<file path="src/rtl/alu_ctrl_seq.sv">
// -----------------------------------------------------------------------------
// alu_ctrl_seq
//
// Purpose:
//   ALU-side consumer of the decode-to-ALU control interface. It registers the
//   per-cycle control into the execute stage and tracks multi-cycle
//   instruction sequences. For iterative datapaths such as divide, it produces
//   start, busy and done strobes and a cycle index. It also watches the decode
//   side for multi-cycle protocol violations and latches the first one in a
//   sticky flag for debug.
//
// Handshake / protocol (decode -> ALU):
//   An op is presented for one cycle with en=1 and multi_cycle=0. That cycle is
//   the op's first cycle. A multi-cycle op continues on the following cycles
//   with multi_cycle=1, and its final cycle also carries last_cycle=1. There is
//   no ready/back-pressure path to decode. Instead, stall=1 freezes every
//   register in this block, including the strobes, so that the strobes stay
//   aligned with the frozen pipeline. Only accepted cycles (stall=0) advance
//   the sequence. err_clear is honoured on every edge, stalled or not.
//
// Ports:
//   clk          in   1      clock, all state on rising edge
//   reset        in   1      asynchronous active-low reset
//   en           in   1      ALU op valid this cycle
//   multi_cycle  in   1      high from second cycle of a multi-cycle op
//   last_cycle   in   1      high on final cycle of a multi-cycle op
//   stall        in   1      pipeline stall; freezes this block
//   fwd_from_alu in   1      operand forwarded from ALU result
//   fwd_from_ls  in   1      operand forwarded from load/store
//   rot_dist     in   5      rotate distance
//   err_clear    in   1      clears sticky error
//   ex_start     out  1      first cycle of an accepted op
//   ex_busy      out  1      multi-cycle op in progress
//   ex_done      out  1      last cycle of a multi-cycle op
//   ex_cycle     out  CNT_W  cycle index within current op, 0 = first
//   opa_sel      out  2      00 register file, 01 ALU forward, 10 LS forward
//   rot_dist_q   out  5      registered rotate distance
//   proto_err    out  1      sticky protocol-violation flag
//   err_code     out  2      first error cause: 01 orphan, 10 abandon, 11 overflow
//   dbg_state    out  2      FSM state for debug: 0 IDLE, 1 FIRST, 2 MULTI
// -----------------------------------------------------------------------------
module alu_ctrl_seq #(
    parameter int CNT_W      = 6,
    parameter int MAX_CYCLES = 34
) (
    input  logic             clk,
    input  logic             reset,
    input  logic             en,
    input  logic             multi_cycle,
    input  logic             last_cycle,
    input  logic             stall,
    input  logic             fwd_from_alu,
    input  logic             fwd_from_ls,
    input  logic [4:0]       rot_dist,
    input  logic             err_clear,
    output logic             ex_start,
    output logic             ex_busy,
    output logic             ex_done,
    output logic [CNT_W-1:0] ex_cycle,
    output logic [1:0]       opa_sel,
    output logic [4:0]       rot_dist_q,
    output logic             proto_err,
    output logic [1:0]       err_code,
    output logic [1:0]       dbg_state
);

    typedef enum logic [1:0] {
        S_IDLE  = 2'd0,
        S_FIRST = 2'd1,
        S_MULTI = 2'd2
    } state_e;

    localparam logic [1:0] ERR_NONE     = 2'b00;
    localparam logic [1:0] ERR_ORPHAN   = 2'b01;
    localparam logic [1:0] ERR_ABANDON  = 2'b10;
    localparam logic [1:0] ERR_OVERFLOW = 2'b11;

    localparam logic [1:0] OPA_RF  = 2'b00;
    localparam logic [1:0] OPA_ALU = 2'b01;
    localparam logic [1:0] OPA_LS  = 2'b10;

    // Highest cycle index an op may reach.
    localparam logic [CNT_W-1:0] LAST_IDX = CNT_W'(MAX_CYCLES - 1);

    state_e             state_q, state_d;
    logic               start_q, start_d;
    logic               busy_q, busy_d;
    logic               done_q, done_d;
    logic [CNT_W-1:0]   cycle_q, cycle_d;
    logic [1:0]         opa_q, opa_d;
    logic [4:0]         rot_q, rot_d;
    logic               perr_q, perr_d;
    logic [1:0]         code_q, code_d;

    logic               new_err;
    logic [1:0]         new_code;
    logic [CNT_W-1:0]   cycle_inc;

    assign cycle_inc = cycle_q + CNT_W'(1);

    // -------------------------------------------------------------------------
    // State register
    // -------------------------------------------------------------------------
    always_ff @(posedge clk or negedge reset) begin
        if (!reset) begin
            state_q <= S_IDLE;
            start_q <= 1'b0;
            busy_q  <= 1'b0;
            done_q  <= 1'b0;
            cycle_q <= '0;
            opa_q   <= OPA_RF;
            rot_q   <= 5'd0;
            perr_q  <= 1'b0;
            code_q  <= ERR_NONE;
        end else begin
            state_q <= state_d;
            start_q <= start_d;
            busy_q  <= busy_d;
            done_q  <= done_d;
            cycle_q <= cycle_d;
            opa_q   <= opa_d;
            rot_q   <= rot_d;
            perr_q  <= perr_d;
            code_q  <= code_d;
        end
    end

    // -------------------------------------------------------------------------
    // Next-state and output logic
    // -------------------------------------------------------------------------
    always_comb begin
        // A stalled edge holds everything by default.
        state_d  = state_q;
        start_d  = start_q;
        busy_d   = busy_q;
        done_d   = done_q;
        cycle_d  = cycle_q;
        opa_d    = opa_q;
        rot_d    = rot_q;
        new_err  = 1'b0;
        new_code = ERR_NONE;

        if (!stall) begin
            if (fwd_from_alu) begin
                opa_d = OPA_ALU;        // ALU forward has priority over LS
            end else if (fwd_from_ls) begin
                opa_d = OPA_LS;
            end else begin
                opa_d = OPA_RF;
            end
            rot_d = rot_dist;

            // On an accepted cycle every strobe is recomputed from zero.
            start_d = 1'b0;
            busy_d  = 1'b0;
            done_d  = 1'b0;
            cycle_d = '0;
            state_d = S_IDLE;

            if (en && !multi_cycle) begin
                // New op. Arriving while a multi-cycle op is still open means
                // that the open op was abandoned.
                start_d = 1'b1;
                state_d = S_FIRST;
                if (state_q == S_MULTI) begin
                    new_err  = 1'b1;
                    new_code = ERR_ABANDON;
                end
            end else if (multi_cycle) begin
                if (state_q == S_IDLE) begin
                    // Continuation with no op open: report it and stay idle.
                    new_err  = 1'b1;
                    new_code = ERR_ORPHAN;
                end else begin
                    cycle_d = cycle_inc;
                    if (last_cycle) begin
                        busy_d  = 1'b1;
                        done_d  = 1'b1;
                        state_d = S_IDLE;
                    end else if (state_q == S_MULTI && cycle_inc == LAST_IDX) begin
                        // The op reached its maximum length without
                        // last_cycle. Stop counting and drop the op.
                        new_err  = 1'b1;
                        new_code = ERR_OVERFLOW;
                        state_d  = S_IDLE;
                    end else begin
                        busy_d  = 1'b1;
                        state_d = S_MULTI;
                    end
                end
            end else if (state_q == S_MULTI) begin
                // The op went quiet before last_cycle arrived.
                new_err  = 1'b1;
                new_code = ERR_ABANDON;
            end
            // en=0, multi_cycle=0 from FIRST or IDLE: the op was single-cycle,
            // or there was no op. Go to IDLE with no error.
        end
    end

    // -------------------------------------------------------------------------
    // Sticky error capture. err_clear applies first, so an error on the same
    // edge still gets recorded.
    // -------------------------------------------------------------------------
    always_comb begin
        perr_d = perr_q;
        code_d = code_q;
        if (err_clear) begin
            perr_d = 1'b0;
            code_d = ERR_NONE;
        end
        if (new_err && !perr_d) begin
            perr_d = 1'b1;
            code_d = new_code;
        end
    end

    assign ex_start   = start_q;
    assign ex_busy    = busy_q;
    assign ex_done    = done_q;
    assign ex_cycle   = cycle_q;
    assign opa_sel    = opa_q;
    assign rot_dist_q = rot_q;
    assign proto_err  = perr_q;
    assign err_code   = code_q;
    assign dbg_state  = state_q;

endmodule

</file>
<file path="config.mk">
export PLATFORM = sky130hd
export DESIGN_NAME = alu_ctrl_seq
export DESIGN_NICKNAME = d
export VERILOG_FILES = /design/src/rtl/alu_ctrl_seq.sv
export SDC_FILE = /design/constraint.sdc
export NUM_CORES = 1
export LEC_CHECK = 0
export ABC_AREA = 0
export ABC_CLOCK_PERIOD_IN_PS = 1720
export CAP_MARGIN = 0
export CORE_MARGIN = 3
export CORE_UTILIZATION = 43
export DETAILED_ROUTE_END_ITERATION = 6
export PLACE_DENSITY = 0.77
export SETUP_SLACK_MARGIN = 0.02
export SLEW_MARGIN = 20
export SYNTH_ARGS = -nofsm -noshare
export SYNTH_HDL_FRONTEND = slang
export SYNTH_SLANG_ARGS = --single-unit
</file>
<file path="constraint.sdc">
create_clock -name clk -period 1.72 [get_ports clk]
set_input_delay 0.344 -clock clk [delete_from_list [all_inputs] [get_ports clk]]
set_output_delay 0.344 -clock clk [all_outputs]
set_load 0.005 [all_outputs]
</file>
==> impl_metrics.tcl <==
set metrics [dict create \
    synth_top_area_cell "dfrtp_1" \
    die_x_um 53.9 \
    async_flop_share_pct 100 \
    syn_to_final_growth_pct 55.9 \
    start_util_pct 47.9 \
    synth.ff_latch_count 20 \
    drv_slew 0 \
    clock_latency_ps 310 \
    ant_nets 0 \
    drive_above_1_share_pct 22.3 \
    layout_min_cycle_time_ps 1640 \
    antenna_cells 0 \
    synth-edff-count 0 \
    startpoint_type "register" \
    crit_type "reg2out" \
    drt-total-wl_um 2580 \
    final.setup.tns_ps 0 \
    critPathTopFamily "buffers and inverters" \
    path_cells "clkdlybuf4s50_1" \
    first_global_vias 879 \
    design.core.area_sq_mm 0.00206 \
    synthCells 96 \
    maxSlewHeadroom_pct 70.4 \
    wl_per_cell_um 14.7 \
    worstPathMaxFanout 5 \
    h-tree-depth 1 \
    synth_warnings 0 \
    cts_sinks 20 \
    slowest_stage "clkdlybuf4s50_1" \
    synth.distinct_cells 28 \
    hp-class "in2async" \
    cts_tree "done" \
    top_level_ports 35 \
    synthTopCellsByArea "dfrtp_1 (51%), mux2_2 (6.8%), o21ai_0 (4.6%)" \
    port_buffers 34 \
    grt-ovfl-total 0 \
    gp_congestion 0.785 \
    period_share_pct 95.3 \
    worstMarginPinSlew_ps 439 \
    place_worst_setup_slack_ps 48.9 \
    holdWs_ps 354 \
    setup_violations 0 \
    hold_buffers 0 \
    critPathArrivalTime_ps 1300 \
    cp.required_ps 1380 \
    ir_worst_vdd_v 0.000603 \
    drt_iter0_drc 8 \
    track_usage_pct 19.8 \
    die_h_um 53.9 \
    fin_ws_ps 80.0 \
    synth_top_area_share_pct 50.6 \
    avgSynthCellArea_sq_um 10.3 \
    antenna_found_initial 0 \
    syn-num-nets 112 \
    worst_clock_skew_ps 3.02 \
    cts_buffers 3 \
    synthFlopType "dfrtp_1" \
    power_density_mw_per_mm2 733 \
    critPathBufInv 1 \
    vias 931 \
    num-fill-cells 151 \
    p_leak_nw 0.698 \
    cts_max_path_buffers 2 \
    root_buffer "clkbuf_4" \
    clk_pin_slew_ps 120 \
    slowest_delay_ps 540 \
    syn_area_sq_um 988 \
    maxCapViolCount 0 \
    clock.fmax_ghz 0.610 \
    dp_hpwl_um 1830 \
    die_area_sq_mm 0.00291 \
    dr.pass1.iters 4 \
    end_kind "output port" \
    grt_pass1_wl_um 4060 \
    nNetsFinal 165 \
    status "finished clean" \
    postLayoutCoreUtil_pct 74.8 \
    drc_errors 0 \
    ys_seq_area_share_pct 50.6 \
    grt_max_degree 21 \
    hold_viol_final 0 \
    vias_per_cell 5.32 \
    num_rows 16 \
    p_total_mw 1.13 \
]
-- routing by layer --
layer  GRT usage, %  vias to the layer above  routed length (um)
met3           3.60                        4                 146
li1               -                      442                   -
met5              0                        -                   0
met2           32.7                       32                1320
met4           7.66                        0                  36
met1           25.5                      453                1070
-- final timing paths --
check / from / endpoint / slack, ps / cells past startpoint
min in group clk: opa_sel[1]$_DFFE_PN0N_ / opa_sel[1]$_DFFE_PN0N_ / 500 / 2
max reg2reg: ex_cycle[1]$_DFFE_PN0N_ / ex_busy$_DFFE_PN0N_ / 110 / 6
min: reset / ex_cycle[5]$_DFFE_PN0N_ / 350 / 2
max in group asynchronous: reset / dbg_state[1]$_DFFE_PN0N_ / 1130 / 2
max: ex_cycle[4]$_DFFE_PN0N_ / ex_cycle[4] / 80 / 1
min reg2reg: opa_sel[1]$_DFFE_PN0N_ / opa_sel[1]$_DFFE_PN0N_ / 500 / 2
-- report_power, final --
part	internal [mW]	leakage [nW]	switching (mW)	total, mW
combinational	0.135	0.415	0.0833	0.218
sequential	0.502	0.255	0.0210	0.523
clock	0.236	0.0279	0.154	0.389
-- synth_stat cells, types with 2 or more instances --
library cell,number
a21oi_1,5
a22o_1,2
buf_2,2
dfrtp_1,20
ha_1,2
inv_1,4
mux2_2,6
nand2_1,10
nand2b_1,6
nand3_1,3
nor2_1,3
nor2b_1,2
nor3_1,2
nor3b_1,2
o21ai_0,9
o21ai_1,3
xor2_1,4
-- cells in the final DEF, fill, tap and decap left out, types with 2 or more instances in the layout --
cell and n:
buf_4 16, a22o_1 2, nand2_1 10, nor2b_1 2, nand3_1 3, clkdlybuf4s50_1 32
inv_1 4, dfrtp_1 17, xor2_1 4, nor3_1 2, clkbuf_4 3, o21ai_1 3
nand2b_1 6, dfrtp_2 3, a21oi_1 5, o21ai_0 9, mux2_2 6, nor2_1 3
-- stage by stage --
stage	instances	instance area (sq um)
finish	175	1540
global route	175	1540
CTS	171	1500
detailed placement	167	1440
global placement	167	1440
floorplan	96	988
-- kinds of logic (layout without fill, tap and decap cells) --
kind of cell / Yosys count / after routing / share of synthesized area, %
compound gates: 27 / 27 / 17.6
buf+inv: 7 / 59 / 3.29
fa+ha+maj: 2 / 2 / 2.53
mux: 6 / 6 / 6.83
flops: 20 / 20 / 50.6
xor+xnor: 4 / 4 / 3.54
simple gates: 30 / 30 / 15.6
-- sequential cells by signal (all words and copies together) (netlist names) --
name	flops
ex_done	1
proto_err	1
ex_cycle	6
opa_sel	2
dbg_state	2
ex_busy	1
rot_dist_q	5
err_code	2
-- final cells by class --
type                    instances  area (sq um)  share of cell area (%)
flip-flops and latches         20           504                    32.7
repair buffers                 51           473                    30.7
multi-input cells              69           463                    30.0
well taps                      27          33.8                    2.19
clock inverters                 1          30.0                    1.95
clock buffers                   3          22.5                    1.46
inverters                       4          15.0                   0.974
-- timing repair --
item / in CTS / in global routing
setup buffers: 0 / 4
pin swaps: 0 / 0
gates resized for setup: 4 / 4
hold endpoints to repair: 0 / 0
setup endpoints to repair: 5 / 8
Note: power is estimated with default switching activity, not from simulation.
